`src/rtl/rv32i_pkg.sv`:
```
// rtl/rv32i_pkg.sv - shared types and constants for the RV32I core
// Purpose: fetch queue entry type, the NOP encoding and the default reset PC.
package rv32i_pkg;

    localparam logic [31:0] INSN_NOP         = 32'h0000_0013;
    localparam logic [31:0] RESET_PC_DEFAULT = 32'h0000_0000;

    typedef struct packed {
        logic [31:0] pc;
        logic [31:0] instr;
    } fetch_entry_t;

endpackage

```
`src/rtl/fetch_fifo.sv`:
```
// rtl/fetch_fifo.sv - in-order instruction queue for the fetch unit
// Purpose: DEPTH-entry FIFO of {pc, instr} with single-cycle flush.
// Ports:
//   clk, rst_n  clock, asynchronous active-low reset
//   push        write push_data at the tail
//   push_data   entry to store
//   pop         drop the head entry
//   flush       empty the queue (overrides push and pop)
//   occupancy   number of valid entries, 0..DEPTH
//   head        oldest entry; only meaningful when occupancy != 0
module fetch_fifo
    import rv32i_pkg::*;
#(
    parameter int DEPTH = 2,
    localparam int AW = $clog2(DEPTH)
) (
    input  logic         clk,
    input  logic         rst_n,
    input  logic         push,
    input  fetch_entry_t push_data,
    input  logic         pop,
    input  logic         flush,
    output logic [AW:0]  occupancy,
    output fetch_entry_t head
);

    fetch_entry_t  mem [DEPTH];
    logic [AW-1:0] wr_ptr;
    logic [AW-1:0] rd_ptr;
    logic [AW:0]   count;

    // DEPTH is a power of two, so the pointers wrap naturally.
    always_ff @(posedge clk or negedge rst_n) begin
        if (!rst_n) begin
            wr_ptr <= '0;
            rd_ptr <= '0;
            count  <= '0;
        end else if (flush) begin
            wr_ptr <= '0;
            rd_ptr <= '0;
            count  <= '0;
        end else begin
            if (push) wr_ptr <= wr_ptr + AW'(1);
            if (pop)  rd_ptr <= rd_ptr + AW'(1);
            count <= count + {{AW{1'b0}}, push} - {{AW{1'b0}}, pop};
        end
    end

    // When full, push and pop address the same slot: the head is read
    // combinationally this cycle before the write lands.
    always_ff @(posedge clk) begin
        if (push && !flush) mem[wr_ptr] <= push_data;
    end

    assign occupancy = count;
    assign head      = mem[rd_ptr];

endmodule

```
`src/rtl/rv32i_fetch_unit.sv`:
```
// rtl/rv32i_fetch_unit.sv - RV32I instruction fetch front-end
// Purpose: owns the PC, issues word fetches, queues returned words and hands
// one {instr, pc} per cycle to decode; redirects flush queued and in-flight work.
// Optional feature macro: FETCH_MISALIGN_TRAP_EN (sticky misaligned-redirect flag).
// Ports:
//   i_clk, i_rst_n                      clock, asynchronous active-low reset
//   o_imem_req, o_imem_addr, i_imem_gnt  fetch request channel
//   i_imem_rvalid, i_imem_rdata          in-order fetch responses
//   i_redirect, i_redirect_pc            taken branch/jump target
//   o_instr_vld, i_instr_rdy             decode handshake
//   o_instr, o_instr_pc                  instruction word and its PC
//   o_misalign                           sticky misaligned-target flag
module rv32i_fetch_unit
    import rv32i_pkg::*;
#(
    parameter logic [31:0] RESET_PC = RESET_PC_DEFAULT,
    parameter int          DEPTH    = 2
) (
    input  logic        i_clk,
    input  logic        i_rst_n,
    output logic        o_imem_req,
    output logic [31:0] o_imem_addr,
    input  logic        i_imem_gnt,
    input  logic        i_imem_rvalid,
    input  logic [31:0] i_imem_rdata,
    input  logic        i_redirect,
    input  logic [31:0] i_redirect_pc,
    output logic        o_instr_vld,
    input  logic        i_instr_rdy,
    output logic [31:0] o_instr,
    output logic [31:0] o_instr_pc,
    output logic        o_misalign
);

    localparam int CW  = $clog2(DEPTH) + 1;
    localparam int CW1 = CW + 1;

    logic [31:0]  pc_q;
    logic [31:0]  rsp_pc_q;     // PC of the next non-dropped response
    logic [CW-1:0] outst_q;
    logic [CW-1:0] drop_q;
    logic [CW-1:0] occ;
    logic          started_q;   // keeps the request low until the first edge after reset
    logic          misalign_q;
    logic          credit;
    logic          grant;
    logic          push;
    logic          pop;
    logic [31:0]   target_pc;
    logic          target_misaligned;
    fetch_entry_t  head;
    fetch_entry_t  push_data;

    // The stored PC is always word aligned; the low bits only feed the flag.
    assign target_pc = i_redirect_pc & ~32'h3;
`ifdef FETCH_MISALIGN_TRAP_EN
    assign target_misaligned = |i_redirect_pc[1:0];
`else
    assign target_misaligned = 1'b0;
`endif

    // Credit counts in-flight requests as well as queued words so a
    // response always has a free slot waiting for it.
    assign credit      = ({1'b0, occ} + {1'b0, outst_q}) < CW1'(DEPTH);
    assign o_imem_req  = started_q && !misalign_q && credit;
    assign o_imem_addr = pc_q;
    assign grant       = o_imem_req && i_imem_gnt;

    assign o_instr_vld = (occ != '0);
    assign pop         = o_instr_vld && i_instr_rdy && !i_redirect;
    assign push        = i_imem_rvalid && (drop_q == '0) && !i_redirect;
    assign push_data   = '{pc: rsp_pc_q, instr: i_imem_rdata};

    always_ff @(posedge i_clk or negedge i_rst_n) begin
        if (!i_rst_n) begin
            pc_q       <= RESET_PC;
            rsp_pc_q   <= RESET_PC;
            outst_q    <= '0;
            drop_q     <= '0;
            started_q  <= 1'b0;
            misalign_q <= 1'b0;
        end else begin
            started_q <= 1'b1;
            outst_q   <= outst_q + CW'(grant) - CW'(i_imem_rvalid);
            if (i_redirect) begin
                // Everything granted up to and including this cycle is stale.
                pc_q       <= target_pc;
                rsp_pc_q   <= target_pc;
                drop_q     <= outst_q + CW'(grant) - CW'(i_imem_rvalid);
                misalign_q <= target_misaligned;
            end else begin
                if (grant) pc_q <= pc_q + 32'd4;
                if (i_imem_rvalid) begin
                    if (drop_q != '0) drop_q <= drop_q - CW'(1);
                    else              rsp_pc_q <= rsp_pc_q + 32'd4;
                end
            end
        end
    end

    fetch_fifo #(.DEPTH(DEPTH)) u_fifo (
        .clk       (i_clk),
        .rst_n     (i_rst_n),
        .push      (push),
        .push_data (push_data),
        .pop       (pop),
        .flush     (i_redirect),
        .occupancy (occ),
        .head      (head)
    );

    assign o_instr    = o_instr_vld ? head.instr : INSN_NOP;
    assign o_instr_pc = o_instr_vld ? head.pc    : 32'h0;
    assign o_misalign = misalign_q;

endmodule
```
`config.mk`:
```
export PLATFORM = sky130hd
export DESIGN_NAME = rv32i_fetch_unit
export DESIGN_NICKNAME = d
export VERILOG_FILES = /design/src/rtl/rv32i_pkg.sv /design/src/rtl/fetch_fifo.sv /design/src/rtl/rv32i_fetch_unit.sv
export SDC_FILE = /design/constraint.sdc
export NUM_CORES = 1
export LEC_CHECK = 0
export ABC_AREA = 1
export BUFFER_PORTS_ARGS = -buffer_cell sky130_fd_sc_hd__buf_2
export CAP_MARGIN = 20
export CORE_UTILIZATION = 56
export DETAILED_ROUTE_END_ITERATION = 16
export PLACE_DENSITY = 0.91
export SLEW_MARGIN = 20
export SYNTH_ARGS = -nofsm -noshare
export SYNTH_HDL_FRONTEND = slang
export SYNTH_SLANG_ARGS = --single-unit
```
`constraint.sdc`:
```
create_clock -name i_clk -period 4.6 [get_ports i_clk]
set_input_delay 0.69 -clock i_clk [delete_from_list [all_inputs] [get_ports i_clk]]
set_output_delay 0.69 -clock i_clk [all_outputs]
set_load 0.1 [all_outputs]
```
Word level (Yosys, flattened, before mapping)

Memory sizes are Yosys's and may differ from the RTL's.
Cells that the tools add are included.
W data, S select, Z words.

$add $sub $neg: 10
Order comparisons: 1
Equality and inequality tests: 1
Multiplexer cells: 17
Reductions and logical operators: 18

Operators with widths:

| kind                    | number |
|---|---|
| $mux W32                | 7 |
| $add A32 B3 Y32 const B | 2 |
| $reduce_bool A2 Y1      | 7 |
| $mux W2                 | 4 |
| $logic_and A1 B1 Y1     | 7 |
| $mux W1                 | 6 |
| $add A2 B1 Y2           | 2 |
| $reduce_and A2 Y1       | 2 |
| $sub A2 B1 Y2           | 2 |
| $add A2 B2 Y3           | 1 |
| $lt A3 B2 Y1 const B    | 1 |
| $add A1 B1 Y1 const B   | 2 |
| $logic_not A2 Y1        | 1 |
| $ne A2 B2 Y1 const B    | 1 |
| $sub A2 B1 Y2 const B   | 1 |
| $logic_not A1 Y1        | 1 |

Register bits: 73
RAM bits: 128
Bits of input ports: 70
Output and inout port bits: 99
Logic and storage cells: 56
Memories: 1

Memories:

| memory     | depth | width | rd ports | clocked after Yosys merged registers in | wr ports | RTL line         | text |
|---|---|---|---|---|---|---|---|
| u_fifo.mem | 2     | 64    | 1        | 0                                       | 1        | fetch_fifo.sv:27 | `fetch_entry_t mem [DEPTH];` |

Depth between registers and ports, before layout

Word-level depth: 7
Mapped depth: 13
Gate-level depth less buffers: 13

Hierarchy

From an unflattened synthesis, not the netlist that was laid out.

Cell total of the unflattened synthesis: 1009
Area, all modules: 9962.1 um2

Modules (own cells, without submodules):

| module           | times used | cells each | area each (um2) | seq. area each (um2) |
|---|---|---|---|---|
| fetch_fifo       | 1          | 226        | 4986.0          | 3943.8 |
| rv32i_fetch_unit | 1          | 783        | 4976.0          | 1626.6 |

Worst setup path before layout

No wires, ideal clock.

Path type: input -> register
Start point: input port i_imem_rvalid
End point: memory u_fifo.mem[1][0] (netlist name) (enable)
Setup time: 0.482 ns
Data arrival time: 3.842 ns
Required time: 4.118 ns
Setup slack: 0.276 ns
Cell stages on the path: 5
Path buffers: 1
Cell sequence: nand2_1 nor2_1 inv_1 buf_2 nor2_1

Cells in the longest elaborated chain, start to end: 5

Ends and longest elaborated chain:

| what                             | RTL line               | text |
|---|---|---|
| from (decl)                      | rv32i_fetch_unit.sv:24 | `input logic i_imem_rvalid,` |
| $logic_and A1 B1 Y1 (2 in a row) | rv32i_fetch_unit.sv:71 | `assign push = i_imem_rvalid && (drop_q == '0) && !i_redirect;` |
| $logic_and A1 B1 Y1              | fetch_fifo.sv:52       | `if (push && !flush) mem[wr_ptr] <= push_data;` |
| $mux W1                          | fetch_fifo.sv:52       |  |
| $mux W1 (not written as such)    | fetch_fifo.sv:52       |  |
| to (decl)                        | fetch_fifo.sv:27       |  |

No other way between the ends.

Worst setup path in the final report

Start point: register u_fifo.count[0], in the netlist u_fifo.occupancy[0]
End point: output port o_imem_req

Cells in the longest elaborated chain, start to end: 3

Ends and longest elaborated chain:

| what                   | RTL line               | text |
|---|---|---|
| from (decl)            | fetch_fifo.sv:30       | `logic [AW:0] count;` |
| from (signal assigned) | fetch_fifo.sv:45       | `count <= count + {{AW{1'b0}}, push} - {{AW{1'b0}}, pop};` |
| $add A2 B2 Y3          | rv32i_fetch_unit.sv:64 | `assign credit = ({1'b0, occ} + {1'b0, outst_q}) < CW1'(DEPTH);` |
| $lt A3 B2 Y1           | rv32i_fetch_unit.sv:64 |  |
| $logic_and A1 B1 Y1    | rv32i_fetch_unit.sv:65 | `assign o_imem_req = started_q && !misalign_q && credit;` |
| to (decl)              | rv32i_fetch_unit.sv:21 | `output logic o_imem_req,` |

No other way between the ends.

==> flow_metrics.tcl <==
set metrics [dict create \
    status "finished clean" \
    switching_power_mw 3.194 \
    cp.arrival_ps 2270 \
    grt_usage_pct 26.93 \
    pre_cts_slack_ps 1687 \
    cts_buffers 17 \
    comb_power_share_pct 42.2 \
    avgSynthCellArea_sq_um 9.144 \
    antenna_found_initial 0 \
    clk_pin_slew_ps 70 \
    setup-tns-final_ps 0 \
    clkPwrFrac_pct 21.3 \
    worstMarginPinSlew_ps 738.5 \
    antenna_cells 0 \
    clockRootBuffer "clkbuf_16" \
    avgRoutedWirePerCell_um 15.96 \
    ys_seq_area_share_pct 58.67 \
    place_hpwl_mm 15.42 \
    ys_warn_count 0 \
    netSwitchingFraction_pct 49.27 \
    cp-start-kind "register" \
    die_area_sq_mm 0.01711 \
    cts_resized 0 \
    n_fill_cell 1175 \
    chipHeight_um 130.8 \
    areaGrowthSynthToFinish_pct 16.88 \
    cp_data_required_time_ps 3910 \
    power_mw 6.482 \
    powerDensity_mw_per_mm2 597.0 \
    final_nets 1250 \
    startpoint "u_fifo.occupancy[0]" \
    fin_crit_sh_pct 64.42 \
    pin_count 169 \
    reg2reg_depth 13 \
    gr-total-overflow 0 \
    crit_path_end "o_imem_req" \
    routed_wl_mm 22.36 \
    crit_type "reg -> out" \
    drtIter0Drc 640 \
    htreeDepth 4 \
    drc 0 \
    p_seq_share_pct 36.5 \
    end_kind "primary output" \
    rr_startpoint "u_fifo.occupancy[0]" \
    core_sq_mm 0.01606 \
    viasPerCell 5.498 \
    start_util_pct 57.85 \
    synth_area_sq_mm 0.009290 \
    vias 7702 \
    vdd_drop_max_mv 0.3299 \
    hold_viol 0 \
    cp_max_fo 3 \
    fmax_ghz 0.3375 \
    r2r_setup_slack_ps 2050 \
    synthDistinctLibCells 36 \
    relSlewSlack_pct 50.76 \
    antenna_left 0 \
    clock-sinks 193 \
    slew_viol_final 0 \
    grt_pass1_wl_mm 34.57 \
    rsz0062_at_grt "false" \
    port_buffers 161 \
    die_w_um 130.8 \
    cell_internal_pwr_mw 3.288 \
    gp_congestion 0.9487 \
    ys_ff_latch 193 \
    hp-class "in -> async" \
    setup_ws_ps 1637 \
    cts_tree "built" \
    synth_cells 1016 \
    rows 46 \
    r2r-end "drop_q[1]" \
    cts_setup_buffers 0 \
    grt_pass1_vias 7024 \
    dr.pass1.iters 7 \
    grt_start_max_net_pins 65 \
    cts_max_path_buffers 2 \
    drive_gt1_share_pct 20.25 \
    fin_crit_ps 2963 \
    hold_buffers 0 \
    leakage_nw 4.742 \
    clock_skew_ps 9.070 \
    cap_violations 0 \
    setup_viol 0 \
    clkLatencyLatePin_ps 440 \
]
## logic make-up (layout without fill, tap and decap cells)
kind of cell	Yosys count	after routing	synth area share, %
AO/OA/AOI/OAI	129	129	7.582
AND/OR/NAND/NOR	529	529	24.32
adder cells (fa/ha/maj)	8	8	1.158
XOR/XNOR	27	27	2.545
flip-flops	193	193	58.67
buffers and inverters	128	293	5.643
other	2	6	0.08084
## flip-flops by register name, indices dropped and copies added, names as in the netlist, 2 cells and up
name / cells
u_fifo.occupancy: 2
outst_q: 2
rsp_pc_q: 30
drop_q: 2
u_fifo.mem: 124
o_imem_addr: 30
## cell usage in the layout (no fill, tap or decap), types with 13 or more instances in the layout
master     count
nand2_1      347
buf_2        161
edfxtp_1     124
inv_1         88
a21oi_1       71
dfrtp_1       68
nand3_1       62
nor2_1        59
o21ai_0       32
xor2_1        18
clkbuf_16     17
o211ai_1      14
nor2_2        13
## power by group through the flow
| stage | combinational (mW) | sequential [mW] | clock, mW |
|---|---|---|---|
| after floorplan | 1.87 | 2.72 | 0 |
| after global placement | 2.67 | 2.37 | 0 |
| after detailed placement | 2.72 | 2.39 | 0 |
| after CTS | 2.73 | 2.36 | 1.39 |
| after global routing | 2.91 | 2.39 | 1.45 |
| final | 2.74 | 2.37 | 1.38 |
## synth_stat cells, drive strengths merged
cell type,instances,area share [%]
nand2,356,15
edfxtp,124,40
inv,90,3.6
nor2,82,4.2
a21oi,71,3.8
dfrtp,69,19
nand3,64,3.6
o21ai,35,1.9
clkbuf,21,0.85
xor2,18,1.7
buf,16,1.1
o211ai,14,1.1
nand4,11,0.74
nor3,11,0.59
xnor2,9,0.85
ha,7,0.94
o21bai,4,0.32
a31oi,2,0.13
and2,2,0.13
conb,2,0.081
nand3b,2,0.16
o221ai,2,0.19
clkinv,1,0.054
fa,1,0.22
nor3b,1,0.20
o311ai,1,0.094
## layer usage
layer | vias up | global-route usage (%) | share of wire [%]
li1 | 3658 | - | -
met1 | 3588 | 34.56 | 40
met2 | 412 | 44.57 | 47
met5 | - | 0 | 0
met3 | 44 | 6.474 | 11
met4 | 0 | 9.939 | 2.2
## per-stage QoR
step	instances	util (%)	cell area, sq um	hold slack (ps)
floorplan	1020	-	9305	394.4
global placement	1368	64.04	10280	480.7
global route	1401	67.62	10860	365.7
detailed placement	1368	64.04	10280	503.0
finish	1401	67.62	10860	305.4
CTS	1400	67.45	10830	323.4
## area by class of cell
cell class / instances / area, sq um / area share (%)
well taps: 216 / 270.3 / 2.489
inverters: 91 / 342.8 / 3.157
clock inverters: 15 / 121.4 / 1.118
multi-input cells: 699 / 3353 / 30.88
repair buffers: 170 / 893.4 / 8.228
clock buffers: 17 / 425.4 / 3.918
flip-flops and latches: 193 / 5451 / 50.21
## worst min-delay path by stage
| stage | end | from | cells past startpoint |
|---|---|---|---|
| CTS | o_imem_addr[28] | i_rst_n | 1 |
| detailed placement | u_fifo.mem[1][54] | rsp_pc_q[22] | 0 |
| finish | o_imem_addr[30] | i_rst_n | 1 |
| global route | o_imem_addr[28] | i_rst_n | 1 |
| global placement | u_fifo.mem[1][54] | rsp_pc_q[22] | 0 |
| floorplan | drop_q[0] | i_rst_n | 0 |
## critical path, cell delays in order (launching register included)
cell and delay (ps):
dfrtp_1 430, nand2_1 80, inv_1 40, fa_1 490, nor3b_4 310, buf_2 480
No activity file was read; power rests on OpenSTA's default activity.
